## src/rtl/mem_pkg.sv

```systemverilog
// Shared widths and enumerations for the cache/main-memory arbiter.
package mem_pkg;
  localparam int ADDR_W = 26;
  localparam int LINE_W = 128;

  typedef enum {IDLE, BUSY, RESP} mem_state_e;
  typedef enum logic {ICACHE, DCACHE} mem_req_e;
endpackage

```

## src/rtl/mem_arbiter_if.sv

```systemverilog
// Cache-side handshakes and RAM-side bus of the memory arbiter.
interface mem_arbiter_if;
  import mem_pkg::*;

  logic              ic_req;
  logic [ADDR_W-1:0] ic_addr;
  logic              ic_ready;
  logic [LINE_W-1:0] ic_rdata;

  logic              dc_req;
  logic              dc_we;
  logic [ADDR_W-1:0] dc_addr;
  logic [LINE_W-1:0] dc_wdata;
  logic              dc_ready;
  logic [LINE_W-1:0] dc_rdata;

  logic              mem_reset;
  logic [ADDR_W-1:0] mem_addr;
  logic [LINE_W-1:0] mem_wdata;
  logic              mem_we;
  logic [LINE_W-1:0] mem_rdata;

  modport slave (
    input  ic_req, ic_addr, dc_req, dc_we, dc_addr, dc_wdata, mem_rdata,
    output ic_ready, ic_rdata, dc_ready, dc_rdata,
           mem_reset, mem_addr, mem_wdata, mem_we
  );

  modport master (
    output ic_req, ic_addr, dc_req, dc_we, dc_addr, dc_wdata, mem_rdata,
    input  ic_ready, ic_rdata, dc_ready, dc_rdata,
           mem_reset, mem_addr, mem_wdata, mem_we
  );
endinterface

```

## src/rtl/mem_rr_arb2.sv

```systemverilog
// Two-input round-robin grant; a tie goes to whoever was not granted last.
module mem_rr_arb2
  import mem_pkg::*;
(
  input  logic [1:0] req,
  input  mem_req_e   last_grant,
  output logic       gnt_vld,
  output mem_req_e   gnt
);
  always_comb begin
    gnt_vld = |req;
    gnt     = ICACHE;
    if (req == 2'b11)
      gnt = (last_grant == ICACHE) ? DCACHE : ICACHE;
    else if (req[1])
      gnt = DCACHE;
  end
endmodule

```

## src/rtl/mem_arbiter.sv

```systemverilog
// Serialises I-cache and D-cache line accesses onto one RAM with a fixed
// emulated latency of LATENCY cycles per access.
module mem_arbiter
  import mem_pkg::*;
#(
  parameter int LATENCY = 5
) (
  input  logic          clk,
  input  logic          reset,
  mem_arbiter_if.slave  bus
);
  localparam int CNT_W = $clog2(LATENCY + 1);

  mem_state_e       state;
  logic [CNT_W-1:0] cnt;
  mem_req_e         last_grant;
  mem_req_e         owner;
  logic             op_we;
  logic             gnt_vld;
  mem_req_e         gnt;
  logic             last_cycle;

  mem_rr_arb2 u_arb (
    .req       ({bus.dc_req, bus.ic_req}),
    .last_grant(last_grant),
    .gnt_vld   (gnt_vld),
    .gnt       (gnt)
  );

  assign last_cycle    = (cnt == CNT_W'(LATENCY - 1));
  // Decoded from registers only, so the write strobe is a clean single cycle.
  assign bus.mem_we    = op_we && (state == BUSY) && last_cycle;
  assign bus.mem_reset = reset;

  always_ff @(posedge clk) begin
    if (reset) begin
      state         <= IDLE;
      cnt           <= '0;
      last_grant    <= DCACHE;
      owner         <= ICACHE;
      op_we         <= 1'b0;
      bus.ic_ready  <= 1'b0;
      bus.dc_ready  <= 1'b0;
      bus.mem_addr  <= '0;
      bus.mem_wdata <= '0;
      bus.ic_rdata  <= '0;
      bus.dc_rdata  <= '0;
    end else begin
      bus.ic_ready <= 1'b0;
      bus.dc_ready <= 1'b0;
      case (state)
        IDLE: begin
          if (gnt_vld) begin
            owner      <= gnt;
            last_grant <= gnt;
            cnt        <= '0;
            state      <= BUSY;
            if (gnt == ICACHE) begin
              bus.mem_addr <= bus.ic_addr;
              op_we        <= 1'b0;
            end else begin
              bus.mem_addr  <= bus.dc_addr;
              bus.mem_wdata <= bus.dc_wdata;
              op_we         <= bus.dc_we;
            end
          end
        end
        BUSY: begin
          cnt <= cnt + CNT_W'(1);
          if (last_cycle) begin
            state <= RESP;
            if (owner == ICACHE) begin
              bus.ic_ready <= 1'b1;
              if (!op_we) bus.ic_rdata <= bus.mem_rdata;
            end else begin
              bus.dc_ready <= 1'b1;
              if (!op_we) bus.dc_rdata <= bus.mem_rdata;
            end
          end
        end
        RESP:    state <= IDLE;
        default: state <= IDLE;
      endcase
    end
  end
endmodule

```

## src/flat_wrapper.sv

```systemverilog
// flat-port wrapper written by rule: the top's interface ports become plain ports
module mem_arbiter_flat import mem_pkg::*;
#(
  parameter int LATENCY = 5
)
  (clk, reset, bus_ic_req, bus_ic_addr, bus_dc_req, bus_dc_we, bus_dc_addr, bus_dc_wdata, bus_mem_rdata, bus_ic_ready, bus_ic_rdata, bus_dc_ready, bus_dc_rdata, bus_mem_reset, bus_mem_addr, bus_mem_wdata, bus_mem_we);
  mem_arbiter_if bus_i ();
  input  logic clk;
  input  logic reset;
  input wire logic [$bits(bus_i.ic_req)-1:0] bus_ic_req;
  input wire logic [$bits(bus_i.ic_addr)-1:0] bus_ic_addr;
  input wire logic [$bits(bus_i.dc_req)-1:0] bus_dc_req;
  input wire logic [$bits(bus_i.dc_we)-1:0] bus_dc_we;
  input wire logic [$bits(bus_i.dc_addr)-1:0] bus_dc_addr;
  input wire logic [$bits(bus_i.dc_wdata)-1:0] bus_dc_wdata;
  input wire logic [$bits(bus_i.mem_rdata)-1:0] bus_mem_rdata;
  output wire logic [$bits(bus_i.ic_ready)-1:0] bus_ic_ready;
  output wire logic [$bits(bus_i.ic_rdata)-1:0] bus_ic_rdata;
  output wire logic [$bits(bus_i.dc_ready)-1:0] bus_dc_ready;
  output wire logic [$bits(bus_i.dc_rdata)-1:0] bus_dc_rdata;
  output wire logic [$bits(bus_i.mem_reset)-1:0] bus_mem_reset;
  output wire logic [$bits(bus_i.mem_addr)-1:0] bus_mem_addr;
  output wire logic [$bits(bus_i.mem_wdata)-1:0] bus_mem_wdata;
  output wire logic [$bits(bus_i.mem_we)-1:0] bus_mem_we;
  assign bus_i.ic_req = bus_ic_req;
  assign bus_i.ic_addr = bus_ic_addr;
  assign bus_i.dc_req = bus_dc_req;
  assign bus_i.dc_we = bus_dc_we;
  assign bus_i.dc_addr = bus_dc_addr;
  assign bus_i.dc_wdata = bus_dc_wdata;
  assign bus_i.mem_rdata = bus_mem_rdata;
  assign bus_ic_ready = bus_i.ic_ready;
  assign bus_ic_rdata = bus_i.ic_rdata;
  assign bus_dc_ready = bus_i.dc_ready;
  assign bus_dc_rdata = bus_i.dc_rdata;
  assign bus_mem_reset = bus_i.mem_reset;
  assign bus_mem_addr = bus_i.mem_addr;
  assign bus_mem_wdata = bus_i.mem_wdata;
  assign bus_mem_we = bus_i.mem_we;
  mem_arbiter #(.LATENCY(LATENCY)) u_core (.clk(clk), .reset(reset), .bus(bus_i));
endmodule
```

## config.mk

```make
export PLATFORM = sky130hd
export DESIGN_NAME = mem_arbiter_flat
export DESIGN_NICKNAME = d
export VERILOG_FILES = /design/src/rtl/mem_pkg.sv /design/src/rtl/mem_arbiter_if.sv /design/src/rtl/mem_rr_arb2.sv /design/src/rtl/mem_arbiter.sv /design/src/flat_wrapper.sv
export SDC_FILE = /design/constraint.sdc
export NUM_CORES = 1
export LEC_CHECK = 0
export ABC_CLOCK_PERIOD_IN_PS = 5160
export CAP_MARGIN = 20
export CORE_AREA = 2 2 279 281
export DETAILED_ROUTE_END_ITERATION = 10
export DIE_AREA = 0 0 281 283
export DONT_BUFFER_PORTS = 1
export HOLD_SLACK_MARGIN = 0.05
export SETUP_SLACK_MARGIN = 0.15
export SYNTH_ARGS = -nofsm -noshare
export SYNTH_HDL_FRONTEND = slang
export SYNTH_SLANG_ARGS = --single-unit
```

## constraint.sdc

```tcl
create_clock -name clk -period 5.16 [get_ports clk]
set_clock_uncertainty 0.05 [all_clocks]
set_input_delay 0.774 -clock clk [delete_from_list [all_inputs] [get_ports clk]]
set_output_delay 0.774 -clock clk [all_outputs]
set_load 0.05 [all_outputs]
```

==> summary.md, run 1 <==
| Metric | Value |
|---|---|
| Fin crit period | `2790 ps` |
| GRT Util Overall | `12.5%` |
| Leakage | `7.12 nW` |
| Die X | `281 µm` |
| Met3 Routed Length | `5790 µm` |
| Startpoint types | `flip-flop` |
| Initial Utilization | `21.9%` |
| Top post-synthesis cells by area | `dfxtp_1 50%, mux2i_1 15%, nand2b_1 14%` |
| Mux share of post-synthesis cell area | `15.3%` |
| Worst-Skew Late Latency | `570 ps` |
| # resized after CTS | `0` |
| Peak VDD IR | `0.241 mV` |
| Status | `completed` |
| Fin crit share | `54.0%` |
| Power per cell area | `392 nW/µm²` |
| Netlist Area Pre-Place | `16,800 µm²` |
| Critical path required time | `4340 ps` |
| Post-Synth Adder-Cell Area | `0.149%` |
| Post-DP HPWL | `37,500 µm` |
| Synth cell types | `30` |
| I/O pins | `727` |
| Yosys warns | `0` |
| Clock Path Buffers | `3` |
| Drt pass-1 iters | `5` |
| Area of the multi-input gates | `7740 µm²` |
| Syn nets | `2,069` |
| Synth top cells by count | `420 x dfxtp_1, 384 x nand2b_1, 256 x mux2i_1` |
| Hold WC Path Type | `input pin to flip-flop` |
| FF-to-FF Start | `u_core.cnt[0]` |
| GP Congestion | `0.914` |
| Met1 WL | `19,200 µm` |
| Clock-pin slew on the worst setup and hold paths | `70 ps` |
| Worst Setup SP | `u_core.cnt[0]` |
| Worst path slowest cell | `and2_1` |
| Synth Area in Compound Gates | `10.2%` |
| Initial antenna violation count | `14` |
| Mapped Avg Cell Area | `9.58 µm²` |
| Simple-Gate Fraction of Synth Area | `20.2%` |
| Vias in the first global route | `11,700` |
| Post-Place Cells | `2,645` |
| Die Span Y | `283 µm` |
| Sink Count | `420` |
| CP arrival | `1960 ps` |
| Hold Vio Cnt, Final | `0` |
| Worst rel slew slack | `36.6%` |
| Nets | `1,970` |
| Largest area contributor in the netlist | `dfxtp_1` |
| Final setup violation count | `0` |
| CTS tree | `done` |
| Number of synthesized flops with an enable pin | `0` |
| # fillers | `8,156` |
| Synthesis-stage register bit count | `420` |
| Vias per Instance | `4.44` |
| Starting DRT DRC Count | `610` |
| Crit-path max FO | `3` |
| Final wirelength | `53,900 µm` |
| Post-synthesis cell count | `1,754` |
| First-pass GRT wire length | `77,000 µm` |
| Met2 routed WL | `27,000 µm` |
| Type of the worst setup path | `flip-flop to output port` |
| Xor and xnor fraction of the mapped netlist area | `0.0521%` |
| Cell with the most instances after synthesis | `dfxtp_1` |
| DR DRC count | `0` |
| Sequential area share after synthesis | `50.1%` |
| Crit path cell chain | `inv_1, ha_1, and4b_1, and2_1` |
| Max frequency | `359 MHz` |
| Worst-margin pin slew | `948 ps` |
| Top cell type's share of synthesized area | `50.1%` |
| Vias | `12,200` |
| Hold_sp | `bus_dc_wdata[43]` |
| H-tree levels | `2` |
| Worst path max stage delay | `540 ps` |
| Max-slew violations | `0` |
| Clock root buffer | `clkbuf_16` |
| Largest net degree at the start of global routing | `549` |
| Post-synthesis to final-layout area growth | `14.9%` |
| RSZ-0062 raised after global routing | `false` |
| Synth async-reset ratio | `0%` |
| Post-Layout Cell Count | `2,739` |
| Max cap viols | `0` |
| Largest family of logic cells by synthesized area | `simple AND/OR/NAND/NOR gates` |
| Floorplan row count | `102` |
| Drt wl/cell | `19.7 µm` |
| Hold_buf cts | `0` |
| Final worst setup slack | `2370 ps` |
| Setup TNS | `0 ps` |
| GRT overflow | `0` |
| DIE AREA | `79,500 µm²` |
| Layout cells sized above 1 | `5.85%` |
| Prevailing post-synth register cell | `dfxtp_1` |
| Number of buffers created by CTS | `47` |
| Top sig layer | `met5` |
| Post-place setup slack | `2590 ps` |
| Post-route ant nets | `0` |
| Core Box Area | `76,700 µm²` |
| Critical Path End Type | `output port` |
| Reg area | `8410 µm²` |
| Count of input and output buffers | `0` |
| Post-CTS Setup Repair Bufs | `0` |
==> sequential cells by signal (all words and copies together) (netlist names) <==
register	count
u_core.bus.mem_wdata	128
u_core.last_grant	1
u_core.bus.dc_rdata	128
u_core.op_we	1
u_core.bus.ic_rdata	128
u_core.bus.mem_addr	26
u_core.bus.dc_ready	1
u_core.state	2
u_core.owner	1
u_core.cnt	3
u_core.bus.ic_ready	1
==> per-layer routing <==
layer  global-route usage (%)  vias up
met5                        0        -
met4                     4.56        4
met3                     5.01       94
met2                     22.7      583
met1                     12.9     5696
li1                         -     5792
==> area by class of cell <==
type	instances	area share (%)
multi-input cells	1171	40.1
diodes	7	0.0907
repair buffers	13	0.972
clock buffers	71	7.34
flip-flops and latches	420	43.6
well taps	1040	6.74
inverters	2	0.0389
clock inverters	15	1.18
==> kinds of logic after synthesis <==
group                      after synthesis
DFF                                    420
AOI/OAI and AO/OA                      320
xor gates and xnor gates                 1
adders and majority gates                2
muxes                                  256
and+or+nand+nor                        592
buffers and inverters                  163
==> final timing paths <==
path                                                 end  slack (ps)  cells past startpoint
worst max-delay path                          bus_mem_we        2370                      4
worst max register to register   u_core.bus.dc_rdata[47]        2540                      6
worst min register to register             u_core.cnt[1]         450                      2
worst min-delay path            u_core.bus.mem_wdata[43]         300                      2
==> worst max-delay path: cells and delay by family (launching register included) <==
| kind | cells | cell delay [ps] |
|---|---|---|
| flops | 1 | 320 |
| buf+inv | 1 | 70 |
| fa+ha+maj | 1 | 190 |
| simple gates | 2 | 800 |
==> where the power goes <==
part           internal, mW  switching, mW
Combinational         0.148          0.226
Sequential             3.32          0.337
Clock                  2.15           1.38
==> layout by cell type (no fill, tap or decap), types with 7 or more instances in the layout <==
| master | Yosys | layout |
|---|---|---|
| diode_2 | 0 | 7 |
| o21ai_0 | 132 | 132 |
| clkbuf_16 | 0 | 48 |
| clkbuf_1 | 123 | 10 |
| dfxtp_1 | 420 | 420 |
| nand2b_1 | 384 | 384 |
| mux2i_1 | 256 | 256 |
| a21oi_1 | 159 | 159 |
| nand2_1 | 59 | 58 |
| clkbuf_8 | 0 | 13 |
| a311oi_1 | 26 | 26 |
| nand3_1 | 129 | 129 |
==> metrics by stage <==
step / hold WS, ps / utilization, % / instance area, µm² / power [mW]
2_1_floorplan: 404 / - / 16800 / 4.03
3_3_place_gp: 430 / 22.9 / 17600 / 4.10
3_5_place_dp: 438 / 23.0 / 17600 / 4.10
4_1_cts: 239 / 25.1 / 19300 / 7.67
5_1_grt: 255 / 25.2 / 19300 / 7.85
6_report: 295 / 25.2 / 19300 / 7.57
(Power assumes the default switching activity.)
==> inputs of run 2 (changes only) <==
Settings changed: ABC_CLOCK_PERIOD_IN_PS 5160 to 2800.
Clock period 5.16 ns to 2.8 ns, I/O delays scaled along.
==> summary.md, run 2 (same netlist as run 1, synthesis figures left out) <==
| Metric | Value |
|---|---|
| Status | `completed` |
| Largest net degree at the start of global routing | `378 (-31%)` |
| Reg area | `8410 µm² (unchanged)` |
| Post-synthesis to final-layout area growth | `38.6%` |
| Clock power frac | `42.1% (-4.6 points)` |
| Critical path required time | `3260 ps (-1080 ps)` |
| Count of input and output buffers | `0 (unchanged)` |
| Layout cells sized above 1 | `5.93% (+0.079 points)` |
| Floorplan row count | `102 (unchanged)` |
| CP arrival | `2940 ps (+980 ps)` |
| Worst reg2reg path endpoint | `u_core.bus.mem_addr[0]` |
| Hold Path End | `u_core.bus.ic_rdata[11]` |
| Fin crit period | `2480 ps` |
| I/O pins | `727 (unchanged)` |
| Die Span Y | `283 µm (unchanged)` |
| Max frequency | `403 MHz` |
| Clock root buffer | `clkbuf_16` |
| Initial Utilization | `21.9% (unchanged)` |
| Max-slew violations | `0 (unchanged)` |
| Highest-count cells in the layout ignoring fill and taps | `420 x dfxtp_1, 387 x dlygate4sd3_1, 384 x nand2b_1, 256 x mux2i_1, 159 x a21oi_1` |
| Internal | `10.2 mW (+81%)` |
| # fillers | `7,707 (-5.5%)` |
| Type of the worst setup path | `flip-flop to flip-flop` |
| Combinational share of power | `9.5% (+4.6 points)` |
| First-pass GRT wire length | `90,400 µm (+17%)` |
| Post-DP HPWL | `38,900 µm (+3.6%)` |
| Worst-Skew Late Latency | `560 ps (about the same)` |
| Startpoint types | `flip-flop` |
| Die X | `281 µm (unchanged)` |
| RSZ-0062 raised after global routing | `false` |
| Initial antenna violation count | `4 (-10)` |
| Commonest non-fill, non-tap cell in the layout | `dfxtp_1` |
| Sink Count | `420 (unchanged)` |
| Critical Path End Type | `flip-flop` |
| Power per cell area | `598 nW/µm² (+53%)` |
| Fin crit share | `88.6%` |
| Hold Vio Cnt, Final | `0 (unchanged)` |
| Clock-pin slew on the worst setup and hold paths | `60 ps (about the same)` |
| Peak VDD IR | `0.475 mV (+97%)` |
| CTS tree | `done` |
| Number of buffers created by CTS | `46 (-2.1%)` |
| Hold_sp | `bus_mem_rdata[11]` |
| Vias in the first global route | `14,600 (+25%)` |
| Starting DRT DRC Count | `786 (+29%)` |
| FF-to-FF Start | `u_core.last_grant` |
| GP Congestion | `0.807 (-12%)` |
| Seq pwr share | `48.5% (about the same)` |
| Worst-margin pin slew | `822 ps (-126 ps)` |
| WHS Path Cells | `2 (unchanged)` |
| Worst rel slew slack | `45.1% (+8.6 points)` |
| Crit-path max FO | `41 (+38)` |
| Final wirelength | `62,100 µm (+15%)` |
| Setup TNS | `0 ps (unchanged)` |
| Post-place setup slack | `643 ps (-1950 ps)` |
| GRT overflow | `0 (unchanged)` |
| Final worst setup slack | `319 ps (-2050 ps)` |
| Top flop regs | `u_core.bus.dc_rdata (128), u_core.bus.ic_rdata (128), u_core.bus.mem_wdata (128)` |
| Vias per Instance | `4.54 (+2.3%)` |
| Final setup violation count | `0 (unchanged)` |
| Vias | `14,300 (+18%)` |
| Drt wl/cell | `19.7 µm (+0.19%)` |
| Area of the multi-input gates | `7740 µm² (unchanged)` |
| Max cap viols | `0 (unchanged)` |
| DR DRC count | `0 (unchanged)` |
| Clock Path Buffers | `3 (unchanged)` |
| Switching power share of the total | `26.9% (+1.1 points)` |
| Leakage | `9.09 nW (+28%)` |
| Worst R2R Setup Slack | `320 ps (-2220 ps)` |
| R2R depth | `5 (-1)` |
| Hold WC Path Type | `input pin to flip-flop` |
| GRT Util Overall | `14.6% (+2.0 points)` |
| Nets | `2,393 (+21%)` |
| Core Box Area | `76,700 µm² (unchanged)` |
| Post-route ant nets | `0 (unchanged)` |
| H-tree levels | `2 (unchanged)` |
| Drt pass-1 iters | `5 (unchanged)` |
| DIE AREA | `79,500 µm² (unchanged)` |
| NetSw | `3.74 mW (+92%)` |
run 2: worst max path at each step:
stage                                  from  depth (start not counted)                       end  slack [ps]
after floorplan               u_core.cnt[0]                          8  u_core.bus.ic_rdata[100]        1100
after global placement        u_core.cnt[0]                          6   u_core.bus.ic_rdata[64]         700
after detailed placement      u_core.cnt[0]                          6   u_core.bus.ic_rdata[13]         640
after CTS                     u_core.cnt[0]                          4                bus_mem_we         360
after global routing      u_core.last_grant                          5    u_core.bus.mem_addr[0]         230
final                     u_core.last_grant                          5    u_core.bus.mem_addr[0]         320
run 2: layout make-up:
type	count	area share, %
multi-input combinational	1171	33.2
clock inverter	10	0.365
antenna	2	0.0215
sequential	420	36.1
clock buffer	68	5.73
timing repair buffer	437	18.9
inverter	2	0.0322
tap	1040	5.59
run 2: critical path, cell delays in order, from the launching register on:
cell           delay (ps)
dfxtp_1               350
a21boi_4              660
buf_12                300
nand2_1               130
a311oi_1              320
dlygate4sd3_1         620
run 2: through the flow:
step                hold slack [ps]  util [%]  instance area (µm²)  power, mW  cells
finish                         81.1      30.4                23300       13.9   3150
global route                   56.0      30.4                23300       14.4   3150
CTS                            50.9      30.3                23300       14.0   3146
detailed placement              451      23.4                17900       7.63   2681
global placement                441      23.4                17900       7.63   2681
floorplan                       404         -                16800       7.44   1754
run 2: per-layer routing:
metal  track usage [%]  share of wire (%)  vias to the layer above
met5                 0              0.011                        -
met2              25.1                 48                      777
met1              15.7                 37                     6754
met4              7.73                5.3                        2
met3              4.82                 10                      157
li1                  -                  -                     6623
run 2: repair_timing:
action	CTS	global route
hold buffers	387	2
hold endpoints to repair	400	2
resized for setup	0	0
buffers inserted	0	0
run 2: power by group through the flow:
| stage | sequential, mW | combinational [mW] | clock [mW] |
|---|---|---|---|
| detailed placement | 6.87 | 0.761 | 0 |
| global route | 6.76 | 1.41 | 6.23 |
| CTS | 6.74 | 1.28 | 6.02 |
| floorplan | 6.82 | 0.618 | 0 |
| finish | 6.75 | 1.32 | 5.86 |
| global placement | 6.88 | 0.754 | 0 |
==> edit 1 (flow settings as in run 2) <==
Make the reset (`reset`) asynchronous in one clocked block.
--- a/src/rtl/mem_arbiter.sv
+++ b/src/rtl/mem_arbiter.sv
@@ -34,3 +34,3 @@
 
-  always_ff @(posedge clk) begin
+  always_ff @(posedge clk or posedge reset) begin
     if (reset) begin
Formal check against the unedited RTL: differs if reset is asserted again (counterexample within 4 cycles, from zero or initial values and one cycle with reset high); with reset held inactive, the same outputs for 4 cycles.
==> edit 1 against run 2 <==
Routed wire length shrank 27%; fmax shrank 1.8%; sequential cell count stayed put; area after synthesis decreased by 4.8%; sequential share of layout area rose by 12 points; design area is 6.7% lower; count of clock-buffer cells in the layout down 5; setup slack worse by 46 ps; critical path type unchanged; critical endpoint is now u_core.bus.mem_addr[15]$_DFFE_PP0P_.
Power is not shown: default switching activity piles up to over one toggle a cycle in this logic, so the estimate is an artifact.
==> edit 1: results (changes against run 2) <==
[outcome]
outcome = complete, no violations

[route]
routed_wl_mm = 45.1  ; -27%
drcViolationCount = 0  ; unchanged
route.vias.total = 9365  ; -35%
drt_pass1_iterations = 4  ; -1
drtIter0Drc = 276  ; -65%

[global_routing]
grt_overflow = 0  ; unchanged
grt_pass1_wl_mm = 65.9  ; -27%
grt_start_max_net_pins = 80  ; -79%
grt_pass1_vias = 10600  ; -28%
grt_usage_pct = 10.7  ; -3.9 points
antenna_found_initial = 8  ; +4

[placed_design]
placed_cell_area_mm2 = 0.0173  ; -3.3%
io_buffers = 0  ; unchanged
gp_routability_congestion = 0.832  ; +3.1%
dpl.hpwl_mm = 31.7  ; -19%

[synth]
synthArstFlopShare_pct = 100  ; +100 points
synthDistinctLibCells = 25  ; -17%
synthFlopType = dfrtp_1
syn-num-nets = 1254  ; -39%
synthTopCellsByArea = dfrtp_1, mux2_2, buf_6, buf_2, buf_4
yosysWarnings = 0  ; unchanged
yosys-top-cells-count = mux2_2, dfrtp_1, buf_2
ys_seq_area_share_pct = 65.8  ; +16 points

[sta]
tightest_slew_ps = 680  ; -141 ps
slew_violations = 0  ; unchanged

[cts]
cts-hold-fix-buffers = 283  ; -27%
htreeDepth = 2  ; unchanged
cts_resized = 0  ; unchanged
clockBufferDepth = 3  ; unchanged
cts_made_buffers = 45  ; -2.2%
clk_latency_ps = 570
cts_root_buffer = clkbuf_16
path_clk_slew_ps = 60  ; about the same
post_cts_buffers = 0  ; unchanged

[layout]
fillers = 7559  ; -1.9%
num-nets-final = 1571  ; -34%
drive_gt1_share_pct = 42.8  ; +37 points
reg_top3 = u_core.bus.dc_rdata (128), u_core.bus.ic_rdata (128), u_core.bus.mem_wdata (128)
multiInputGateArea_mm2 = 0.00511  ; -34%

[min_path]
hp-class = in2reg

[setup_path]
path_max_fanout = 27  ; -34%
critPathCaptureType = flip-flop
cp.arrival_ps = 2930  ; about the same

[edit 1: cell count changes after synthesis, sizes merged, moves of 129 or more]
| cell | before | now |
|---|---|---|
| dfxtp | 420 | 0 |
| nand3 | 129 | 0 |
| nand2b | 384 | 3 |
| dfrtp | 0 | 419 |
| o21ai | 132 | 2 |
| a21oi | 159 | 0 |
| mux2i | 256 | 0 |
| mux2 | 0 | 436 |
[edit 1: kinds of logic after synthesis]
logic type	synth area share, %
mux	30.7
flops	65.8
buf+inv	2.36
simple gates	0.610
compound gates	0.360
fa+ha+maj	0.157
xor+xnor	0.0548
[edit 1: path summary, 6_finish.rpt]
path,startpoint,slack (ps),cells after the start,endpoint
min in group asynchronous,reset,380,2,u_core.bus.ic_rdata[85]$_DFFE_PP0P_
hold reg to reg,u_core.last_grant$_DFFE_PP1P_,460,1,u_core.last_grant$_DFFE_PP1P_
setup reg to reg,u_core.last_grant$_DFFE_PP1P_,270,4,u_core.bus.mem_addr[15]$_DFFE_PP0P_
hold / removal,bus_ic_addr[18],100,2,u_core.bus.mem_addr[18]$_DFFE_PP0P_
setup / recovery,u_core.last_grant$_DFFE_PP1P_,270,4,u_core.bus.mem_addr[15]$_DFFE_PP0P_
max in group asynchronous,reset,1420,4,u_core.last_grant$_DFFE_PP1P_
[edit 1: cell type report]
cell class / instances / area share (%)
antenna: 6 / 0.0691
clock buffer: 63 / 5.96
clock inverter: 19 / 1.08
inverter: 6 / 0.121
multi-input combinational: 464 / 23.5
sequential: 420 / 48.4
tap: 1040 / 5.99
timing repair buffer: 319 / 14.9
[edit 1: worst max-delay path: stages (launching register included)]
cell and delay, ps:
dfstp_2 530, a21bo_2 570, mux2_2 410, dlygate4sd3_1 560, mux2_2 260
[edit 1: through the flow]
| step | cells | setup slack [ps] | setup TNS, ps | hold slack, ps |
|---|---|---|---|---|
| after floorplan | 939 | -3330 | -1399010 | 399 |
| after global placement | 1966 | 576 | 0 | 379 |
| after detailed placement | 1966 | 516 | 0 | 380 |
| after CTS | 2331 | 255 | 0 | 50.7 |
| after global routing | 2337 | 193 | 0 | 69.9 |
| final | 2337 | 273 | 0 | 100 |
[edit 1: per-layer routing]
metal | GRT usage [%] | vias up | wire length (um)
met1 | 10.3 | 4793 | 14700
met5 | 0 | - | 13
met3 | 3.37 | 106 | 4080
li1 | - | 3956 | -
met4 | 5.87 | 2 | 2130
met2 | 20.0 | 508 | 24200
==> edit 2 (settings of run 2) <==
Without the edit above. Set the package constant `LINE_W` to 124 (it was 128).
--- a/src/rtl/mem_pkg.sv
+++ b/src/rtl/mem_pkg.sv
@@ -3,3 +3,3 @@
   localparam int ADDR_W = 26;
-  localparam int LINE_W = 128;
+  localparam int LINE_W = 124;
 
Ports: changed (5 resized); port bits go from 727 to 707. No check against the original RTL was run, so the function may have changed too.
==> edit 2 against run 2 <==
Worst hold slack better by 3.6 ps; cell count down 1.3%; fmax down 0.84%; area after synthesis down 2.8%; sequential cell count down 12; routed wire length up 0.49%; setup slack worse by 21 ps; design area down 1.5%; via count down 2.6%; power up 0.42%; largest power group unchanged.
==> edit 2: results (changes against run 2) <==
[route]
route.vias.total = 13900  ; -2.6%
drt_pass1_iterations = 5  ; unchanged
routedWlPerCell_um = 20.1  ; +1.8%
drtIter0Drc = 766  ; -2.5%

[cts]
cts_made_buffers = 46  ; unchanged
post_cts_buffers = 0  ; unchanged
cts_root_buffer = clkbuf_16
path_clk_slew_ps = 60  ; about the same
clk_latency_ps = 560  ; about the same
clockBufferDepth = 3  ; unchanged
htreeDepth = 2  ; unchanged

[sta]
slew_violations = 0  ; unchanged
whs_ps = 84.8  ; +3.63 ps
tightest_slew_ps = 737  ; -84.3 ps
final.period_utilization_pct = 89.4  ; +0.75 points

[synth]
ys_seq_area_share_pct = 50.0  ; about the same
synthDistinctLibCells = 29  ; -3.3%
synthAdderAreaFrac_pct = 0.153  ; +0.0042 points
yosysTopAreaCellShare_pct = 50.0  ; about the same
yosys.area_share.xor_xnor_pct = 0.0536  ; +0.0015 points
synth_compound_area_share_pct = 10.2  ; +0.044 points
syn_avg_cell_area_um2 = 9.58  ; about the same
muxShareOfSynthArea_pct = 15.2  ; -0.057 points
synthTopCellsByArea = dfxtp_1, mux2i_1, nand2b_1, a21oi_1, o21ai_0
syn-num-nets = 2012  ; -2.8%
yosysWarnings = 0  ; unchanged
synthArstFlopShare_pct = 0  ; unchanged
yosys-top-cells-count = dfxtp_1, nand2b_1, mux2i_1

[placed_design]
io_buffers = 0  ; unchanged
place_ws_ps = 654  ; +10.1 ps
dp.cells = 2617  ; -2.4%
placed_cell_area_mm2 = 0.0173  ; -3.4%
dpl.hpwl_mm = 39.5  ; +1.5%
gp_routability_congestion = 0.884  ; +9.5%

[global_routing]
grt_pass1_wl_mm = 90.8  ; +0.39%
grt_usage_pct = 14.8  ; +0.20 points
antenna_found_initial = 13  ; +9
grt_start_max_net_pins = 379  ; +0.26%

[setup_path]
path_max_fanout = 32  ; -22%
reg2reg_slack_ps = 300  ; -20 ps

[power_and_ir_drop]
peakVddDrop_uv = 479  ; +0.73%
leakage_nw = 8.97  ; -1.3%

[layout]
drive_gt1_share_pct = 5.48  ; -0.45 points
final_cells = 3110  ; -1.3%
reg_top3 = u_core.bus.dc_rdata (124), u_core.bus.ic_rdata (124), u_core.bus.mem_wdata (124)
num-nets-final = 2333  ; -2.5%

[min_path]
hp-class = in2reg

[outcome]
outcome = complete, no violations

-- edit 2: worst paths after layout --
path | from | end | cells past startpoint
min reg2reg | u_core.cnt[1]$_SDFFE_PP0P_ | u_core.cnt[1]$_SDFFE_PP0P_ | 2
min | bus_mem_rdata[12] | u_core.bus.ic_rdata[12]$_SDFFE_PP0P_ | 2
max | u_core.state[1]$_SDFFE_PP0P_ | u_core.bus.mem_wdata[107]$_SDFFE_PP0P_ | 6
max reg2reg | u_core.state[1]$_SDFFE_PP0P_ | u_core.bus.mem_wdata[107]$_SDFFE_PP0P_ | 6
-- edit 2: timing repair --
action	CTS	global route
endpoints found under the hold margin	391	1
resized for setup	0	2
setup endpoints to repair	0	18
hold buffers	400	1
-- edit 2: layer usage --
metal	track usage, %	part of all wire (%)	up-vias
met1	15.6	36	6605
met4	7.63	4.9	4
met2	25.8	49	733
met3	5.14	10	132
met5	0	0.026	-
li1	-	-	6462
-- edit 2: worst max-delay path, cell delays in order, from the launching register on --
cell and delay, ps:
dfxtp_1 380, nor2_4 220, buf_4 370, nand3_1 150, dlygate4sd3_1 600, a21oi_1 120, dlygate4sd3_1 560
-- edit 2: power breakdown --
part           internal, mW  total, mW  switching (mW)  leakage, nW
clock network          3.64       6.14            2.50        0.762
registers              5.95       6.58           0.630         3.31
logic                 0.667       1.27           0.598         4.91
total                  10.3       14.0            3.73         8.97
-- edit 2: layout make-up --
type,instances,area (um2)
diodes,9,22.5
clock inverters,10,81.3
inverters,2,7.51
clock buffers,73,1460
well taps,1040,1300
repair buffers,429,4370
fillers,7746,53800
multi-input cells,1139,7530
flip-flops and latches,408,8170
-- edit 2: kinds of logic after synthesis --
group	after synthesis
AOI/OAI and AO/OA	312
xor gates and xnor gates	1
adders and majority gates	2
buffers and inverters	158
DFF	408
muxes	248
and+or+nand+nor	576
